### config.mk
export PLATFORM = sky130hd
export DESIGN_NAME = bus_rr_arbiter_flat
export DESIGN_NICKNAME = d
export VERILOG_FILES = /design/src/rtl/bus_arb_pkg.sv /design/src/rtl/bus_rr_arbiter_if.sv /design/src/rtl/bus_rr_arbiter_rr_picker.sv /design/src/rtl/bus_rr_arbiter.sv /design/src/flat_wrapper.sv
export SDC_FILE = /design/constraint.sdc
export NUM_CORES = 1
export LEC_CHECK = 0
export ABC_AREA = 1
export BUFFER_PORTS_ARGS = -buffer_cell sky130_fd_sc_hd__buf_2
export CAP_MARGIN = 20
export CORE_AREA = 2 2 198 200
export CTS_CLUSTER_DIAMETER = 40
export DETAILED_ROUTE_END_ITERATION = 12
export DIE_AREA = 0 0 200 202
export HOLD_SLACK_MARGIN = 0.05
export PLACE_DENSITY = 0.53
export SLEW_MARGIN = 25
export SYNTH_ARGS = -nofsm -noshare
export SYNTH_HDL_FRONTEND = slang
export SYNTH_SLANG_ARGS = --single-unit
### constraint.sdc
create_clock -name clk -period 3.52 [get_ports clk]
set_input_delay 0.704 -clock clk [delete_from_list [all_inputs] [get_ports clk]]
set_output_delay 0.704 -clock clk [all_outputs]
set_load 0.02 [all_outputs]
### src/rtl/bus_arb_pkg.sv
`default_nettype none
// +----------------------------------------------------------------------------+
// | bus_arb_pkg : shared types and sizing helpers for the round-robin arbiter  |
// | Revision    : 1.0                                                          |
// +----------------------------------------------------------------------------+
package bus_arb_pkg;

  localparam int DEF_ADDR_W = 32;
  localparam int DEF_DATA_W = 64;

  typedef enum logic [0:0] {
    IDLE = 1'b0,
    BUS  = 1'b1
  } arb_state_e;

  // Width needed to index n items, never narrower than one bit.
  function automatic int id_width(input int n);
    return (n < 2) ? 1 : $clog2(n);
  endfunction

endpackage
`default_nettype wire

### src/rtl/bus_rr_arbiter_if.sv
`default_nettype none
// +----------------------------------------------------------------------------+
// | bus_rr_arbiter_if : requester-side and bus-side signals of the arbiter     |
// | Revision          : 1.0                                                    |
// +----------------------------------------------------------------------------+
interface bus_rr_arbiter_if
  import bus_arb_pkg::*;
#(
  parameter int NUM_REQ = 4,
  parameter int ADDR_W  = DEF_ADDR_W,
  parameter int DATA_W  = DEF_DATA_W
);

  localparam int ID_W = id_width(NUM_REQ);

  logic [NUM_REQ-1:0]        req_valid;
  logic [NUM_REQ-1:0]        req_write;
  logic [NUM_REQ*ADDR_W-1:0] req_addr;
  logic [NUM_REQ*DATA_W-1:0] req_data;
  logic [NUM_REQ-1:0]        req_grant;
  logic [NUM_REQ-1:0]        req_done;
  logic [NUM_REQ-1:0]        req_error;

  logic [ADDR_W-1:0]         addr;
  logic [ID_W-1:0]           valid;
  logic [DATA_W-1:0]         data;
  logic                      wen;
  logic                      ren;
  logic                      ready;
  logic                      busy;

  modport master (
    input  req_valid, req_write, req_addr, req_data, ready,
    output req_grant, req_done, req_error, addr, valid, data, wen, ren, busy
  );

  modport slave (
    output req_valid, req_write, req_addr, req_data, ready,
    input  req_grant, req_done, req_error, addr, valid, data, wen, ren, busy
  );

endinterface
`default_nettype wire

### src/rtl/bus_rr_arbiter_rr_picker.sv
`default_nettype none
// +----------------------------------------------------------------------------+
// | rr_picker : combinational rotate-priority select, searching from ptr+1     |
// | Revision  : 1.0                                                            |
// +----------------------------------------------------------------------------+
module rr_picker
  import bus_arb_pkg::*;
#(
  parameter  int NUM_REQ = 4,
  localparam int ID_W    = id_width(NUM_REQ)
) (
  input  wire logic [NUM_REQ-1:0] req,
  input  wire logic [ID_W-1:0]    ptr,
  output logic      [NUM_REQ-1:0] grant,
  output logic      [ID_W-1:0]    winner,
  output logic                    any
);

  always_comb begin
    int idx;
    grant  = '0;
    winner = '0;
    any    = 1'b0;
    idx    = 0;
    // The last-served requester is visited last, so it has lowest priority.
    for (int k = 1; k <= NUM_REQ; k++) begin
      idx = (int'(ptr) + k) % NUM_REQ;
      if (!any && req[ID_W'(idx)]) begin
        any                = 1'b1;
        grant[ID_W'(idx)]  = 1'b1;
        winner             = ID_W'(idx);
      end
    end
  end

endmodule
`default_nettype wire

### src/rtl/bus_rr_arbiter.sv
`default_nettype none
// +----------------------------------------------------------------------------+
// | bus_rr_arbiter : round-robin sharing of one single-outstanding bus port    |
// | Revision       : 1.0                                                       |
// +----------------------------------------------------------------------------+
module bus_rr_arbiter
  import bus_arb_pkg::*;
#(
  parameter int NUM_REQ = 4,
  parameter int ADDR_W  = DEF_ADDR_W,
  parameter int DATA_W  = DEF_DATA_W,
  parameter int TIMEOUT = 255
) (
  input wire logic         clk,
  input wire logic         reset,
  bus_rr_arbiter_if.master bus
);

  localparam int ID_W  = id_width(NUM_REQ);
  localparam int CNT_W = id_width(TIMEOUT);
  localparam bit TO_EN = (TIMEOUT > 0);
  localparam logic [CNT_W-1:0] CNT_LAST = CNT_W'((TIMEOUT > 0) ? TIMEOUT - 1 : 0);

  arb_state_e          state_q, state_d;
  logic [ID_W-1:0]     ptr_q, ptr_d;
  logic [ID_W-1:0]     owner_q, owner_d;
  logic [CNT_W-1:0]    cnt_q, cnt_d;
  logic [ADDR_W-1:0]   addr_q, addr_d;
  logic [DATA_W-1:0]   data_q, data_d;
  logic                wen_q, wen_d;
  logic                ren_q, ren_d;
  logic                busy_q, busy_d;
  logic [NUM_REQ-1:0]  grant_q, grant_d;
  logic [NUM_REQ-1:0]  done_q, done_d;
  logic [NUM_REQ-1:0]  error_q, error_d;

  logic [NUM_REQ-1:0]  pick_grant;
  logic [ID_W-1:0]     pick_id;
  logic                pick_any;
  logic [NUM_REQ-1:0]  owner_onehot;

  logic [ADDR_W-1:0]   addr_arr [NUM_REQ];
  logic [DATA_W-1:0]   data_arr [NUM_REQ];

  generate
    for (genvar i = 0; i < NUM_REQ; i++) begin : g_split
      assign addr_arr[i] = bus.req_addr[i*ADDR_W +: ADDR_W];
      assign data_arr[i] = bus.req_data[i*DATA_W +: DATA_W];
    end
  endgenerate

  rr_picker #(
    .NUM_REQ (NUM_REQ)
  ) u_picker (
    .req    (bus.req_valid),
    .ptr    (ptr_q),
    .grant  (pick_grant),
    .winner (pick_id),
    .any    (pick_any)
  );

  assign owner_onehot = {{(NUM_REQ-1){1'b0}}, 1'b1} << owner_q;

  always_comb begin
    state_d = state_q;
    ptr_d   = ptr_q;
    owner_d = owner_q;
    cnt_d   = cnt_q;
    addr_d  = addr_q;
    data_d  = data_q;
    wen_d   = wen_q;
    ren_d   = ren_q;
    grant_d = '0;
    done_d  = '0;
    error_d = '0;
    case (state_q)
      IDLE: begin
        if (pick_any) begin
          state_d = BUS;
          ptr_d   = pick_id;
          owner_d = pick_id;
          cnt_d   = '0;
          addr_d  = addr_arr[pick_id];
          data_d  = bus.req_write[pick_id] ? data_arr[pick_id] : '0;
          wen_d   = bus.req_write[pick_id];
          ren_d   = ~bus.req_write[pick_id];
          grant_d = pick_grant;
        end
      end
      BUS: begin
        // A ready on the last allowed cycle still wins over the timeout.
        if (bus.ready) begin
          done_d  = owner_onehot;
          wen_d   = 1'b0;
          ren_d   = 1'b0;
          state_d = IDLE;
        end else if (TO_EN && (cnt_q == CNT_LAST)) begin
          error_d = owner_onehot;
          wen_d   = 1'b0;
          ren_d   = 1'b0;
          state_d = IDLE;
        end else if (TO_EN) begin
          cnt_d = cnt_q + 1'b1;
        end
      end
      default: state_d = IDLE;
    endcase
    busy_d = (state_d == BUS);
  end

  always_ff @(posedge clk or negedge reset) begin
    if (!reset) begin
      state_q <= IDLE;
      ptr_q   <= ID_W'(NUM_REQ - 1);
      owner_q <= '0;
      cnt_q   <= '0;
      addr_q  <= '0;
      data_q  <= '0;
      wen_q   <= 1'b0;
      ren_q   <= 1'b0;
      busy_q  <= 1'b0;
      grant_q <= '0;
      done_q  <= '0;
      error_q <= '0;
    end else begin
      state_q <= state_d;
      ptr_q   <= ptr_d;
      owner_q <= owner_d;
      cnt_q   <= cnt_d;
      addr_q  <= addr_d;
      data_q  <= data_d;
      wen_q   <= wen_d;
      ren_q   <= ren_d;
      busy_q  <= busy_d;
      grant_q <= grant_d;
      done_q  <= done_d;
      error_q <= error_d;
    end
  end

  assign bus.req_grant = grant_q;
  assign bus.req_done  = done_q;
  assign bus.req_error = error_q;
  assign bus.addr      = addr_q;
  assign bus.valid     = owner_q;
  assign bus.data      = data_q;
  assign bus.wen       = wen_q;
  assign bus.ren       = ren_q;
  assign bus.busy      = busy_q;

endmodule
`default_nettype wire

### src/flat_wrapper.sv
// flat-port wrapper written by rule: the top's interface ports become plain ports
module bus_rr_arbiter_flat import bus_arb_pkg::*;
#(
  parameter int NUM_REQ = 4,
  parameter int ADDR_W  = DEF_ADDR_W,
  parameter int DATA_W  = DEF_DATA_W,
  parameter int TIMEOUT = 255
)
  (clk, reset, bus_req_valid, bus_req_write, bus_req_addr, bus_req_data, bus_ready, bus_req_grant, bus_req_done, bus_req_error, bus_addr, bus_valid, bus_data, bus_wen, bus_ren, bus_busy);
  bus_rr_arbiter_if #(.NUM_REQ(NUM_REQ), .ADDR_W(ADDR_W), .DATA_W(DATA_W)) bus_i ();
  input wire logic clk;
  input wire logic reset;
  input wire logic [$bits(bus_i.req_valid)-1:0] bus_req_valid;
  input wire logic [$bits(bus_i.req_write)-1:0] bus_req_write;
  input wire logic [$bits(bus_i.req_addr)-1:0] bus_req_addr;
  input wire logic [$bits(bus_i.req_data)-1:0] bus_req_data;
  input wire logic [$bits(bus_i.ready)-1:0] bus_ready;
  output wire logic [$bits(bus_i.req_grant)-1:0] bus_req_grant;
  output wire logic [$bits(bus_i.req_done)-1:0] bus_req_done;
  output wire logic [$bits(bus_i.req_error)-1:0] bus_req_error;
  output wire logic [$bits(bus_i.addr)-1:0] bus_addr;
  output wire logic [$bits(bus_i.valid)-1:0] bus_valid;
  output wire logic [$bits(bus_i.data)-1:0] bus_data;
  output wire logic [$bits(bus_i.wen)-1:0] bus_wen;
  output wire logic [$bits(bus_i.ren)-1:0] bus_ren;
  output wire logic [$bits(bus_i.busy)-1:0] bus_busy;
  assign bus_i.req_valid = bus_req_valid;
  assign bus_i.req_write = bus_req_write;
  assign bus_i.req_addr = bus_req_addr;
  assign bus_i.req_data = bus_req_data;
  assign bus_i.ready = bus_ready;
  assign bus_req_grant = bus_i.req_grant;
  assign bus_req_done = bus_i.req_done;
  assign bus_req_error = bus_i.req_error;
  assign bus_addr = bus_i.addr;
  assign bus_valid = bus_i.valid;
  assign bus_data = bus_i.data;
  assign bus_wen = bus_i.wen;
  assign bus_ren = bus_i.ren;
  assign bus_busy = bus_i.busy;
  bus_rr_arbiter #(.NUM_REQ(NUM_REQ), .ADDR_W(ADDR_W), .DATA_W(DATA_W), .TIMEOUT(TIMEOUT)) u_core (.clk(clk), .reset(reset), .bus(bus_i));
endmodule
# Word-level counts from Yosys, hierarchy flattened
# Index checks and enable logic that the tools add are counted.
word_totals:
  n_memories: 0
  reg_bits: 123
  word_cells: 113
  ramBits: 0
  rom_bits: 0
  latchBits: 0
  inputBits: 395
  output_inout_bits: 113
classes:
  addsub: 5
  eq_ne: 5
  n_mul: 0
  magnitude_cmp: 10
  n_div: 0
  n_shift: 1
  n_reduce_logical: 13
  bitwise: 6
  n_mux: 62
ops:
  columns: ["operator", "count"]
  rows:
  - ["64-bit 2-to-1 mux", 3]
  - ["64-bit binary-select mux with 2-bit select", 1]
  - ["32-bit binary-select mux with 2-bit select", 1]
  - ["32-bit 2-to-1 mux", 2]
  - ["4-bit 2-to-1 mux", 11]
  - ["1-bit 2-to-1 mux", 24]
  - ["8-bit 2-to-1 mux", 3]
  - ["2-bit by 4-bit < comparator with 1-bit output (second input constant)", 4]
  - ["8-bit one-hot mux with 2 select lines", 1]
  - ["4-bit OR", 3]
  - ["1-bit binary-select mux with 2-bit select", 5]
  - ["8-bit by 1-bit adder with 8-bit output (second input constant)", 1]
  - ["1-bit demux with 2-bit select", 4]
  - ["8-bit == test (second input constant)", 1]
  - ["2-bit by 1-bit >= comparator with 1-bit output (second input constant)", 4]
  - ["2-bit 2-to-1 mux", 4]
  - ["1-bit logical AND", 7]
  - ["1-bit one-hot mux with 2 select lines", 3]
  - ["2-bit by 1-bit adder with 2-bit output (second input constant)", 2]
  - ["2-bit adder (second input constant)", 2]
  - ["2-bit inequality test (second input constant)", 2]
  - ["2-bit AND reduction", 2]
  - ["1-bit by 2-bit << shifter with 4-bit output (first input constant)", 1]
  - ["3-bit >= comparator (second input constant)", 1]
  - ["7 further kinds", 10]

# Logic depth before layout (Yosys ltp)
logic_depth:
  ltp_word: 19
  mapped_depth: 18
  ltp_nobuf: 15

# Hierarchy
# From an unflattened synthesis, not the netlist that was laid out.
hier_totals:
  hier_cells: 1167
  area_unflattened_um2: 7993.9
by_module_without_submodules:
  columns: ["module", "area_per_inst_um2", "instances", "seq_area_each_um2", "cells_each"]
  rows:
  - ["bus_rr_arbiter", 7449.6, 1, 3080.5, 1082]
  - ["rr_picker", 544.3, 1, 0.0, 85]

# Worst setup path after synthesis
# Ideal clock, no wire load.
synth_timing:
  path_kind: "reg2reg"
  from: "register u_core.ptr_q[0]"
  to: "register u_core.addr_q[13] (netlist: u_core.bus.addr[13])"
  arrival_time_ps: 2432
  synth_period_minus_slack_ps: 2563
  setup_ps: 130
  path_buffers: 3
  required_time_ps: 3390
  path_stages_with_launch: 15
  slack_ps: 957
  path_cell_list: "dfstp_2 buf_6 inv_6 ha_1 inv_1 nand3_1 nand2_1 nand4_4 nand3_2 nand2_4 buf_4 clkbuf_2 or2_1 o211ai_1 nand3_1"
synth_between:
  elab_chain_cells: 18
  elab_cells_between_ends: 35
  classes_between: "4 x add/sub; 23 x mux; 1 x bitwise; 7 x reduce/logical"
synth_lines:
  columns: ["item", "line_no", "text"]
  rows:
  - ["start, declared", "bus_rr_arbiter.sv:25", "logic [ID_W-1:0] ptr_q, ptr_d;"]
  - ["start signal, assigned", "bus_rr_arbiter.sv:114", "ptr_q <= ID_W'(NUM_REQ - 1);"]
  - ["start signal, assigned", "bus_rr_arbiter.sv:127", "ptr_q <= ptr_d;"]
  - ["2-bit by 1-bit adder with 2-bit output", "bus_rr_arbiter_rr_picker.sv:27", "idx = (int'(ptr) + k) % NUM_REQ;"]
  - ["1-bit binary-select mux with 2-bit select", "bus_rr_arbiter_rr_picker.sv:28", "if (!any && req[ID_W'(idx)]) begin"]
  - ["1-bit 2-to-1 mux (not written as such) (2 in series)", "bus_rr_arbiter_rr_picker.sv:28", null]
  - ["1-bit 2-to-1 mux", "bus_rr_arbiter_rr_picker.sv:28", null]
  - ["1-bit logical NOT", "bus_rr_arbiter_rr_picker.sv:28", null]
  - ["1-bit logical AND", "bus_rr_arbiter_rr_picker.sv:28", null]
  - ["1-bit 2-to-1 mux", "bus_rr_arbiter_rr_picker.sv:28", null]
  - ["1-bit logical NOT", "bus_rr_arbiter_rr_picker.sv:28", null]
  - ["1-bit logical AND", "bus_rr_arbiter_rr_picker.sv:28", null]
  - ["1-bit 2-to-1 mux", "bus_rr_arbiter_rr_picker.sv:28", null]
  - ["1-bit logical NOT", "bus_rr_arbiter_rr_picker.sv:28", null]
  - ["1-bit logical AND", "bus_rr_arbiter_rr_picker.sv:28", null]
  - ["2-bit 2-to-1 mux", "bus_rr_arbiter_rr_picker.sv:28", null]
  - ["2-bit inverter with 3-bit output (not written as such)", "bus_rr_arbiter.sv:83", "addr_d = addr_arr[pick_id];"]
  - ["32-bit binary-select mux with 2-bit select", "bus_rr_arbiter.sv:83", null]
  - ["32-bit 2-to-1 mux (not written as such) (2 in series)", "bus_rr_arbiter.sv:83", null]
  - ["end signal, assigned", "bus_rr_arbiter.sv:130", "addr_q <= addr_d;"]
  - ["end, declared", "bus_rr_arbiter.sv:28", "logic [ADDR_W-1:0] addr_q, addr_d;"]
# Parallel ways exist; a longest one is shown, timed or not. The select of a mux whose other input is x is not followed.
# A chain may end at the register's enable or synchronous reset.

# Final worst setup path
layout_timing:
  from: "register u_core.ptr_q[0]"
  to: "register u_core.data_q[6] (netlist: u_core.bus.data[6])"
layout_between:
  elab_chain_cells: 19
  elab_cells_between_ends: 38
  classes_between: "4 x add/sub; 26 x mux; 1 x bitwise; 7 x reduce/logical"
layout_lines:
  columns: ["item", "line_no", "text"]
  rows:
  - ["2-bit by 1-bit adder with 2-bit output", "bus_rr_arbiter_rr_picker.sv:27", null]
  - ["1-bit binary-select mux with 2-bit select", "bus_rr_arbiter_rr_picker.sv:28", null]
  - ["1-bit 2-to-1 mux (not written as such) (2 in series)", "bus_rr_arbiter_rr_picker.sv:28", null]
  - ["1-bit 2-to-1 mux", "bus_rr_arbiter_rr_picker.sv:28", null]
  - ["1-bit logical NOT", "bus_rr_arbiter_rr_picker.sv:28", null]
  - ["1-bit logical AND", "bus_rr_arbiter_rr_picker.sv:28", null]
  - ["1-bit 2-to-1 mux", "bus_rr_arbiter_rr_picker.sv:28", null]
  - ["1-bit logical NOT", "bus_rr_arbiter_rr_picker.sv:28", null]
  - ["1-bit logical AND", "bus_rr_arbiter_rr_picker.sv:28", null]
  - ["1-bit 2-to-1 mux", "bus_rr_arbiter_rr_picker.sv:28", null]
  - ["1-bit logical NOT", "bus_rr_arbiter_rr_picker.sv:28", null]
  - ["1-bit logical AND", "bus_rr_arbiter_rr_picker.sv:28", null]
  - ["2-bit 2-to-1 mux", "bus_rr_arbiter_rr_picker.sv:28", null]
  - ["2-bit inverter with 3-bit output (not written as such)", "bus_rr_arbiter.sv:84", "data_d = bus.req_write[pick_id] ? data_arr[pick_id] : '0;"]
  - ["64-bit binary-select mux with 2-bit select", "bus_rr_arbiter.sv:84", null]
  - ["64-bit 2-to-1 mux (not written as such) (2 in series)", "bus_rr_arbiter.sv:84", null]
  - ["64-bit 2-to-1 mux", "bus_rr_arbiter.sv:84", null]
  - ["end signal, assigned", "bus_rr_arbiter.sv:131", "data_q <= data_d;"]
  - ["end, declared", "bus_rr_arbiter.sv:29", "logic [DATA_W-1:0] data_q, data_d;"]
# Parallel ways exist; a longest one is shown, timed or not. The select of a mux whose other input is x is not followed.

==> metrics.cfg <==
[status]
status = completed

[clock_tree]
holdBufCountCts = 0
path_clk_slew_ps = 60
cts_tree = done
cts_buffers = 17
cts-root-buf = clkbuf_16
htreeDepth = 4
cts_sinks = 123
clkLatencyLatePin_ps = 440
postCtsSetupBuffers = 0
cts_buffer_depth = 2
cts_resized = 0

[route]
via_per_inst = 4.48
finalWirelength_um = 38600
postRouteAntennaNets = 0
drt_iter0_markers = 613
drc = 0
first_pass_iters = 5
wl_per_cell_um = 14.9
vias = 11600

[power]
sw_frac_of_total_pct = 56.9
internal_power_w = 0.00745
power.share.clock_pct = 11.5
pwr-share-comb_pct = 74.7
power_density_mw_per_mm2 = 1280
switchingPower_w = 0.00984
ir_drop_uv = 1170
p_seq_share_pct = 13.8
power_leakage_nw = 8.43

[timing]
clock_skew_ps = 15.9
finalSetupTns_ps = 0
fin_crit_sh_pct = 92.2
grt_setup_unrepaired = false
max-slew-margin-rel_pct = 57.3
hold_viol = 0
timing.fmax_ghz = 0.308
slew_viol_final = 0
period_needed_ps = 3240
tightestPinTransition_ps = 641
final-setup-viol-count = 0

[worst_setup_path]
crit_required_ps = 3830
crit_fanout = 77
crit_path_end_kind = flip-flop
path_class = reg2reg
startpoint_type = flip-flop
critPathArrivalTime_ps = 3560

[finish]
final_cell_mix = buf_2 (506), nand2_1 (487), nand3_1 (380), inv_1 (318), dfrtp_1 (121)
nets = 2459
syn_to_final_growth_pct = 37.5
layout_commonest_cell = buf_2
final_util_pct = 35.2
instances_no_fill = 2589
drive_gt1_share_pct = 29.6

[yosys]
ys_top_cells_by_area = dfrtp_1 (31%), nand3_1 (19%), nand2_1 (19%), inv_1 (12%), buf_2 (3.3%)
synthAdderAreaFrac_pct = 1.28
synth-seq-cells = 123
synth_nets = 2016
synth_xor_area_share_pct = 0.268
synth_mux_area_share_pct = 0
synth_compound_area_share_pct = 3.61
synth_top_area_cell = dfrtp_1
synth_area_per_cell_sq_um = 6.08
yosysWarningCount = 0
yosysSeqAreaShare_pct = 31.4
syn_area_sq_mm = 0.00980
yosysTopAreaCellShare_pct = 30.9
synth.distinct_cells = 41
synthSimpleGateAreaFrac_pct = 45.5
synth_top_family_by_area = simple AND/OR/NAND/NOR gates
synthCells = 1611

[floorplanning]
std_cell_rows = 72
initial_core_util_pct = 25.6
fp.dieH_um = 202
coreArea_sq_mm = 0.0383
pin_count = 508
dieArea_sq_mm = 0.0404
die-width_um = 200

[run]
maxCapViolations = 0

[placed_design]
port_buffers = 507
gp_congestion = 0.906
dp_hpwl_um = 28500
place_inst = 2553

[global_route]
grt_pass1_vias = 11100
grt_max_degree = 81
antenna_found_initial = 3
grt_first_pass_wirelength_um = 59700
grt_usage_pct = 18.9
overflow = 0

[worst_hold_path]
hp-class = in2async

-- per-stage QoR --
step	total power, W	hold WS, ps	area [sq um]	setup WS [ps]
after floorplan	0.0118	408	9800	957
after global placement	0.0154	458	12800	283
after detailed placement	0.0155	460	12800	229
after CTS	0.0176	185	13500	211
after global routing	0.0191	203	13500	32.8
final	0.0173	201	13500	275
-- kinds of logic (layout without fill, tap and decap cells) --
family | count (synthesis) | after routing
simple gates | 988 | 988
buf+inv | 429 | 885
flops | 123 | 123
compound gates | 58 | 58
fa+ha+maj | 10 | 10
xor+xnor | 3 | 3
other cells | 0 | 4
-- path summary, 6_finish.rpt --
kind	cells past startpoint	slack, ps	endpoint	startpoint
hold reg to reg	2	470	u_core.bus.data[16]	u_core.bus.data[16]
min in group clk	2	470	u_core.bus.data[16]	u_core.bus.data[16]
hold / removal	1	200	u_core.bus.data[21]	reset
setup reg to reg	15	280	u_core.bus.data[6]	u_core.ptr_q[0]
max in group asynchronous	2	2510	u_core.bus.data[53]	reset
setup / recovery	15	280	u_core.bus.data[6]	u_core.ptr_q[0]
-- routing by layer --
layer	GRT usage, %	share of wire (%)	vias to the layer above
li1	-	-	5836
met1	23.8	43	5343
met3	4.19	5.8	47
met4	5.77	1.9	0
met2	32.1	49	379
met5	0	0	-
-- cells in the mapped netlist, drive strengths merged --
master / instances
a21oi: 6
nor2: 37
inv: 324
nand3: 383
nand4: 6
o31ai: 2
nand2: 495
buf: 88
o21ai: 29
a22oi: 1
or2: 43
clkbuf: 17
dfrtp: 121
dfstp: 2
nor3b: 2
a31oi: 1
nor3: 3
o211ai: 14
o22ai: 2
a211oi: 1
xor2: 3
nand3b: 19
ha: 10
o221ai: 1
a32oi: 1
-- worst max-delay path, stage by stage, from the launching register on --
cell and delay, ps:
dfstp_2 720, inv_6 110, ha_1 380, inv_1 150
nand3_1 90, nand2_1 170, nand4_4 190, nand2_1 150
nand2_4 110, nand2_8 250, buf_12 340, nand2_1 110
nand3_1 80, nand2_1 70, nand3_1 80, nand2_1 60
-- area by class of cell --
class	count	area, sq um
clock inverters	14	233
well taps	518	648
flip-flops and latches	123	3080
repair buffers	529	2840
diodes	4	10.0
inverters	324	1220
multi-input cells	1059	5000
clock buffers	18	429
fillers	4271	24800
-- power groups by stage --
stage | clock network [W] | logic (W) | registers, W
global route | 0.00212 | 0.0145 | 0.00245
detailed placement | 0 | 0.0131 | 0.00239
finish | 0.00199 | 0.0129 | 0.00238
floorplan | 0 | 0.00887 | 0.00292
CTS | 0.00206 | 0.0131 | 0.00238
global placement | 0 | 0.0130 | 0.00240
-- sequential cells by signal (all words and copies together), names as in the netlist --
name and flops:
u_core.bus.addr 32, u_core.bus.data 64, u_core.ptr_q 2, u_core.cnt_q 8, u_core.bus.wen 1, u_core.state_q 1
u_core.bus.req_done 4, u_core.bus.req_grant 4, u_core.bus.req_error 4, u_core.bus.valid 2, u_core.bus.ren 1
Power figures use the tool's default switching activity.
